**src/rtl/cp0_irq_frontend.sv**
```systemverilog
// cp0_irq_frontend
// Front end for the four external interrupt lines feeding CP0 IP[7:4].
// Each line is synchronised, polarity-corrected, optionally glitch
// filtered, then either followed (level mode) or edge-latched (edge mode)
// into a pending register.  irq_out is pending & MASK.
// A small LW/SW register port exposes LEVEL, PENDING, MASK and CONFIG.
//
// Optional build macro: IRQ_DEBOUNCE_EN
//   When defined, a per-line glitch filter of DEBOUNCE_CYCLES stable cycles
//   sits between the polarity stage and the active value.  When undefined,
//   the active value is the polarity-corrected synchronised value and the
//   DEBOUNCE_CYCLES parameter has no effect.

module cp0_irq_frontend #(
  parameter int NLINES          = 4,
  parameter int DEBOUNCE_CYCLES = 4
) (
  input  logic        clk,
  input  logic        reset,
  input  logic [3:0]  irq_in,
  input  logic        sel,
  input  logic        we,
  input  logic [1:0]  addr,
  input  logic [31:0] wdata,
  output logic [31:0] rdata,
  output logic        rvalid,
  output logic [3:0]  irq_out
);

  localparam logic [1:0] ADDR_LEVEL   = 2'd0;
  localparam logic [1:0] ADDR_PENDING = 2'd1;
  localparam logic [1:0] ADDR_MASK    = 2'd2;
  localparam logic [1:0] ADDR_CONFIG  = 2'd3;

  // Two-flop synchroniser stages
  logic [NLINES-1:0] s1_reg;
  logic [NLINES-1:0] s2_reg;

  // Polarity-corrected synchronised value, and the value seen by the
  // pending logic after the (optional) glitch filter
  logic [NLINES-1:0] sync_pol;
  logic [NLINES-1:0] act;

  // Edge history and pending state
  logic [NLINES-1:0] prev_reg;
  logic [NLINES-1:0] prev_next;
  logic [NLINES-1:0] pending_reg;
  logic [NLINES-1:0] pending_next;

  // Software-visible configuration
  logic [NLINES-1:0] mask_reg;
  logic [NLINES-1:0] mode_reg;
  logic [NLINES-1:0] pol_reg;

  // Register-port decode
  logic              rd_stb;
  logic              wr_stb;
  logic              wr_pending;
  logic              wr_mask;
  logic              wr_config;
  logic [NLINES-1:0] w1c;
  logic [NLINES-1:0] cfg_change;
  logic [NLINES-1:0] act_post;
  logic [31:0]       rdata_next;

  // Read-data register
  logic [31:0]       rdata_reg;
  logic              rvalid_reg;

  // Upper write-data bits carry no state; the parameter only matters to the
  // optional filter.  Folded together so they are visibly consumed.
  logic unused_ok;
  assign unused_ok = (^wdata[31:8]) ^ (DEBOUNCE_CYCLES == 0);

  assign rd_stb     = sel & ~we;
  assign wr_stb     = sel & we;
  assign wr_pending = wr_stb && (addr == ADDR_PENDING);
  assign wr_mask    = wr_stb && (addr == ADDR_MASK);
  assign wr_config  = wr_stb && (addr == ADDR_CONFIG);

  assign sync_pol = s2_reg ^ pol_reg;

  // Per-line decode of W1C, configuration changes and next pending/prev
  genvar gi;
  generate
    for (gi = 0; gi < NLINES; gi = gi + 1) begin : g_line
      // W1C only touches lines that are currently in edge mode
      assign w1c[gi] = wr_pending & wdata[gi] & mode_reg[gi];

      // A CONFIG write counts as a change only if MODE or POLARITY flips
      assign cfg_change[gi] = wr_config &
                              ((wdata[gi] ^ mode_reg[gi]) |
                               (wdata[4+gi] ^ pol_reg[gi]));

      // Active value as it will look once the new polarity is in place;
      // loading it into prev hides the reconfiguration from edge detection
      assign act_post[gi] = s2_reg[gi] ^ wdata[4+gi];

      // Reconfiguration clears pending; edge set beats a same-cycle W1C
      assign pending_next[gi] =
          cfg_change[gi] ? 1'b0 :
          !mode_reg[gi]  ? act[gi] :
                           ((pending_reg[gi] & ~w1c[gi]) |
                            (act[gi] & ~prev_reg[gi]));

      assign prev_next[gi] = cfg_change[gi] ? act_post[gi] : act[gi];
    end
  endgenerate

`ifdef IRQ_DEBOUNCE_EN
  localparam logic [3:0] DB_LIMIT = 4'(DEBOUNCE_CYCLES - 1);

  logic [NLINES-1:0] filt_reg;
  logic [NLINES-1:0] filt_next;
  logic [3:0]        cnt_reg  [NLINES];
  logic [3:0]        cnt_next [NLINES];

  generate
    for (gi = 0; gi < NLINES; gi = gi + 1) begin : g_filter
      logic differ;
      assign differ = sync_pol[gi] ^ filt_reg[gi];

      // Reconfiguration snaps the filter to the new polarity-corrected
      // value so a polarity flip does not later appear as an edge.
      // Otherwise the filter flips only after DEBOUNCE_CYCLES
      // consecutive disagreeing cycles.
      assign filt_next[gi] =
          cfg_change[gi]                       ? act_post[gi] :
          (differ && (cnt_reg[gi] == DB_LIMIT)) ? ~filt_reg[gi] :
                                                  filt_reg[gi];

      assign cnt_next[gi] =
          (cfg_change[gi] || !differ || (cnt_reg[gi] == DB_LIMIT)) ? 4'd0 :
                                                                     cnt_reg[gi] + 4'd1;
    end
  endgenerate

  // Glitch-filter state
  always_ff @(posedge clk or negedge reset) begin
    if (!reset) begin
      filt_reg <= '0;
      for (int i = 0; i < NLINES; i++) begin
        cnt_reg[i] <= 4'd0;
      end
    end else begin
      filt_reg <= filt_next;
      for (int i = 0; i < NLINES; i++) begin
        cnt_reg[i] <= cnt_next[i];
      end
    end
  end

  assign act = filt_reg;
`else
  assign act = sync_pol;
`endif

  // Register read multiplexer; unused bits read as zero
  always_comb begin
    rdata_next = 32'd0;
    case (addr)
      ADDR_LEVEL:   rdata_next[NLINES-1:0] = act;
      ADDR_PENDING: rdata_next[NLINES-1:0] = pending_reg;
      ADDR_MASK:    rdata_next[NLINES-1:0] = mask_reg;
      ADDR_CONFIG:  rdata_next[7:0]        = {pol_reg, mode_reg};
      default:      rdata_next             = 32'd0;
    endcase
  end

  // Synchroniser, edge history, pending, configuration and read port
  always_ff @(posedge clk or negedge reset) begin
    if (!reset) begin
      s1_reg      <= '0;
      s2_reg      <= '0;
      prev_reg    <= '0;
      pending_reg <= '0;
      mask_reg    <= '0;
      mode_reg    <= '0;
      pol_reg     <= '0;
      rdata_reg   <= 32'd0;
      rvalid_reg  <= 1'b0;
    end else begin
      s1_reg      <= irq_in;
      s2_reg      <= s1_reg;
      prev_reg    <= prev_next;
      pending_reg <= pending_next;
      if (wr_mask) begin
        mask_reg <= wdata[NLINES-1:0];
      end
      if (wr_config) begin
        mode_reg <= wdata[3:0];
        pol_reg  <= wdata[7:4];
      end
      rvalid_reg <= rd_stb;
      if (rd_stb) begin
        rdata_reg <= rdata_next;
      end
    end
  end

  assign rdata   = rdata_reg;
  assign rvalid  = rvalid_reg;
  assign irq_out = pending_reg & mask_reg;

endmodule

```
**config.mk**
```make
export PLATFORM = sky130hd
export DESIGN_NAME = cp0_irq_frontend
export DESIGN_NICKNAME = d
export VERILOG_FILES = /design/src/rtl/cp0_irq_frontend.sv
export SDC_FILE = /design/constraint.sdc
export NUM_CORES = 1
export LEC_CHECK = 0
export ABC_AREA = 1
export CORE_MARGIN = 10
export CORE_UTILIZATION = 43
export DETAILED_ROUTE_END_ITERATION = 10
export GPL_TIMING_DRIVEN = 0
export PLACE_DENSITY_LB_ADDON = 0.05
export SYNTH_ARGS = -nofsm -noshare
export SYNTH_HDL_FRONTEND = slang
export SYNTH_SLANG_ARGS = --single-unit
```
**constraint.sdc**
```tcl
create_clock -name clk -period 1 [get_ports clk]
set_clock_uncertainty 0.05 [all_clocks]
set_input_delay 0.1 -clock clk [delete_from_list [all_inputs] [get_ports clk]]
set_output_delay 0.1 -clock clk [all_outputs]
set_load 0.05 [all_outputs]
```
### After elaboration in Yosys (flattened, before gate mapping)

Cells that the tools add are included.
Widths: inputs -> output; s select.

| storage, ports and cells | value |
|---|---|
| output and inout port bits | 37 |
| flip-flop bits (word level) | 37 |

| operators by class | value |
|---|---|
| equal/unequal tests | 3 |
| bitwise logic cells | 53 |
| muxes and demuxes | 14 |
| reductions and logical operators | 4 |

Operators with widths:

| operator | number |
|---|---|
| $and 1x1->1 | 22 |
| $pmux 4 s4 | 1 |
| $mux 1 | 12 |
| $xor 1x1->1 | 12 |
| $not 1->1 | 9 |
| $or 1x1->1 | 8 |
| $and 4x4->4 | 1 |
| $eq 2x2->1 const B | 2 |
| $mux 4 | 1 |
| $xor 4x4->4 | 1 |
| $logic_and 1x1->1 | 3 |
| $eq 2x1->1 const B | 1 |
| $logic_not 2->1 | 1 |

### Logic depth before layout (Yosys ltp)

| logic depth | value |
|---|---|
| depth in word-level cells | 9 |
| mapped depth | 7 |
| mapped depth without buffers | 7 |

### Least setup slack after synthesis

No wires, ideal clock.

| timing path | value |
|---|---|
| kind | register to register |
| start point | reg, netlist name rdata[4] |
| end point | reg rdata_reg[4] (netlist: rdata[4]) |
| setup time | 0.127 ns |
| data required time | 0.823 ns |
| cell stages (with the launch flop) | 3 |
| buffers on the path | 0 |
| arrival time | 0.731 ns |
| path slack | 0.092 ns |
| path through | dfrtp_1 -> nand2_1 -> o21ai_0 |

RTL lines:

| element | line | source |
|---|---|---|
| to (signal assigned) | 196 | `rdata_reg <= rdata_next;` |
| to (decl) | 67 | `logic [31:0] rdata_reg;` |

### Worst setup path in the final report

| timing path | value |
|---|---|
| start point | reg pending_reg[3] |
| end point | out irq_out[3] |

| on the way | value |
|---|---|
| word-level cells in the longest chain between the ends | 1 |

RTL lines:

| element | line | source |
|---|---|---|
| from (decl) | 47 | `logic [NLINES-1:0] pending_reg;` |
| from (signal assigned) | 186 | `pending_reg <= pending_next;` |
| $and 4x4->4 | 203 | `assign irq_out = pending_reg & mask_reg;` |
| to (decl) | 27 | `output logic [3:0] irq_out` |

No other way between the ends.

==> results.md <==
- The critical path endpoint category is a primary output.
- In this run, the number of DRC markers left after iteration 0 of detailed routing was 56.
- The power per unit of standard cell area is 1720 mW/mm^2.
- The maximum clock frequency is 0.912 GHz.
- The final antenna diode count is 0.
- In the post-synthesis netlist, the cell with the most instances is nand2_1.
- At the worst endpoint, the required time is 850 ps.
- The count of buffers from port buffering is 30.
- The flip-flop count of the largest register after layout is 8.
- The worst-skew pair later-pin latency is 290 ps.
- Yosys mapped a number of flops with a built-in enable equal to 0.
- The die covers 0.00766 mm^2.
- The sum of negative setup slack is -333 ps.
- The run finished, with violations left.
- The clock passes through at most 2 buffers.
- The cell taking the most area after synthesis is dfrtp_1.
- The total vias in the final route is 1726.
- The final max-slew violation count came to 0.
- The final routed wirelength across all metal layers is 4740 um.
- Setup slack on the critical path of the routed design comes to -97.0 ps.
- Setup violations remaining at the end of the flow were counted as 4.
- The highest net fanout along the worst path is 2.
- The number of synthesis warnings is 0.
- The wire length of the first global-routing pass is 7580 um.
- The floorplan has 24 rows.
- The path type of the worst setup path is reg2out.
- The top-area cell type share of the netlist area is 0.473.
- Counting tap cells, the placed design contains a total of 368 instances.
- The total of fill cells in the finished design is 392.
- The number of hold violations in the final report came to 37.
- STA classifies the critical path startpoint as a flop.
- The maximum ir drop on the vdd rail is 1.08 mV.
- In the synthesized netlist the dominant register cell turns out to be dfrtp_1.
- The post-detailed-route DRC marker count is 0.
- The synthesis-to-finish area growth is 45.0%.
- The number of ports placed on the die boundary is 79.
- Max-cap violations in this run came to 0.
- Excluding fillers, the count of instances in the completed layout stands at 401.
- The routed length on met3 is 460 um.
- In the global route stage, overall resource usage came out at 0.124.
- In this run the horizontal extent of the chip is 87.5 um.
- The detail-routed net length per standard cell is 11.8 um.
- At the end of the flow the core is filled with cells to 0.648.
- The routed metal-1 wire length is 1990 um.
- The final layout contains 391 nets.
- After synthesis, the share of flip-flops with an asynchronous set or reset is 1.00.
- Sorting the synthesized cells by how often they occur yields nand2_1 (112), inv_1 (38), dfrtp_1 (37).
- In this run the standard cell core region covers 0.00438 mm^2.
- In the post-synthesis netlist, the biggest area contributors are dfrtp_1 (47%), nand2_1 (21%), buf_4 (9.6%), inv_1 (7.3%), o21ai_0 (5.1%).
- The transition time of the tightest slew-check pin is 838 ps.
- The global placer's final weighted congestion is 0.810.
- Dividing the synthesized area by the synthesized cell count gives 7.45 um^2.
- The pre-antenna-repair detailed-routing pass consisted of 4 iterations.
- The number of antenna violations at the first check in global routing is 0.
- Summing all multi-input logic gate instances after layout gives 907 um^2.
- The detailed route wirelength on metal2 is 2210 um.
- The H-tree level count is 2.
- The CTS tree is built.
- The final reports fail on hold timing, setup timing.
- Of the synthesized area, sequential elements account for 0.473.
- The smallest clock period supported by the final layout is computed as 1100 ps.
- Of the cells placed in the final design, the portion with a size suffix greater than 1 is 0.355.
- The CTS buffer count is 5.
- The clock tree root buffer cell is clkbuf_8.
- The highest routing layer actually used is met4.
- The post-layout instance area is 0.00284 mm^2.
- The via count of the first global-routing pass is 1668.
- The total half-perimeter wirelength after legalization and detailed placement is 3340 um.
- Clock-pin slew was measured on the worst setup and hold paths at 70 ps.
- The number of antenna-violating nets in the routed design is 0.
- The total leakage power is 1.59 nW.
- The largest net degree at the start of global routing is 38.
- The floorplan step set the die height to 87.5 um.
- The relative slew slack is 0.441.
- The count of distinct cell types in the synthesized netlist is 12.
- The post-route total power is 4.89 mW.
- The remaining global-route overflow is 0.
- Clock tree synthesis found a total of 37 sinks.
- For this configuration, the core starts out at a cell density of 0.447.
- The worst slack on hold paths is -139 ps.
- After technology mapping, the gate count stands at 263.
- After detailed routing, the number of vias per cell comes to 4.30.
- Setup repair after global routing could not meet its margin everywhere.
- In this run, synthesis produced a sequential element count of 37.
- After synthesis the cells add up to 0.00196 mm^2.
- The sequential standard cell area is 928 um^2.
- The data arrival time at the worst-slack endpoint is 950 ps.
- After detailed placement, the total cell area comes to 0.00241 mm^2.
- The worst min-delay path class is in2async.
- Dividing the final minimum period by the clock period gives 1.10.
## worst max-delay path, cell delays in order, from the launching register on
cell and delay, ps:
dfrtp_1 390, nand2_1 90, inv_2 40, buf_6 140
## path summary, 6_finish.rpt
kind	start	to	slack [ps]	cells after the start
hold / removal	reset	s1_reg[1]$_DFF_PN0_	-140	1
hold reg to reg	s1_reg[3]$_DFF_PN0_	s2_reg[3]$_DFF_PN0_	300	0
max in group asynchronous	reset	pol_reg[2]$_DFFE_PN0P_	460	1
setup / recovery	pending_reg[3]$_DFF_PN0_	irq_out[3]	-100	3
min in group clk	irq_in[2]	s1_reg[2]$_DFF_PN0_	200	1
setup reg to reg	mode_reg[1]$_DFFE_PN0P_	prev_reg[1]$_DFF_PN0_	0	7
## where the power goes
group | total (mW) | switching (mW) | internal, mW | leakage [nW]
sequential | 1.94 | 0.195 | 1.75 | 0.451
clock | 1.06 | 0.511 | 0.547 | 0.0443
combinational | 1.89 | 1.10 | 0.788 | 1.10
## logic make-up (layout without fill, tap and decap cells)
family          Yosys count  count (layout)  synth area share
buf+inv                  64             127             0.171
other cells               1              24           0.00191
xor+xnor                  8               8            0.0358
flops                    37              37             0.473
simple gates            133             133             0.268
compound gates           20              20            0.0511
## metal layers
| metal | vias to the layer above | global-route usage |
|---|---|---|
| met5 | - | 0 |
| met4 | 0 | 0.0464 |
| met3 | 6 | 0.0618 |
| met2 | 54 | 0.199 |
| met1 | 750 | 0.137 |
| li1 | 916 | - |
## layout make-up
cell class                 count  share of cell area
timing repair buffer          56               0.178
tap                           52              0.0229
sequential                    37               0.327
inverter                      38              0.0520
buffer                        26              0.0700
multi-input combinational    185               0.319
clock buffer                   7              0.0304
## cells in the final DEF (no fill, tap or decap), types with 3 or more instances in the layout
cell type        Yosys  routed
buf_4               25      50
buf_6                0      15
clkbuf_8             0       6
clkdlybuf4s50_1      0      12
conb_1               1      24
dfrtp_1             37      35
inv_1               38      26
inv_2                0      11
nand2_1            112      85
nand2_2              0      26
nand3_1             16      12
nand3_2              0       4
nor2_4               0       3
o21ai_0             20      15
o21ai_1              0       5
xnor2_1              4       3
xor2_1               4       4
## stage by stage
step / hold slack [ps] / worst slack, ps
finish: -139 / -97.0
global route: -84.9 / -130
CTS: -110 / -94.4
detailed placement: 204 / -610
global placement: 281 / -1120
floorplan: -246 / 92.3
## repair_timing
action / CTS / global route
endpoints found under the setup margin: 41 / 41
gates resized for setup: 115 / 46
pin swaps: 4 / 22
hold endpoints to repair: 37 / 37
buffers inserted: 15 / 11
No activity file was read; power rests on OpenSTA's default activity.
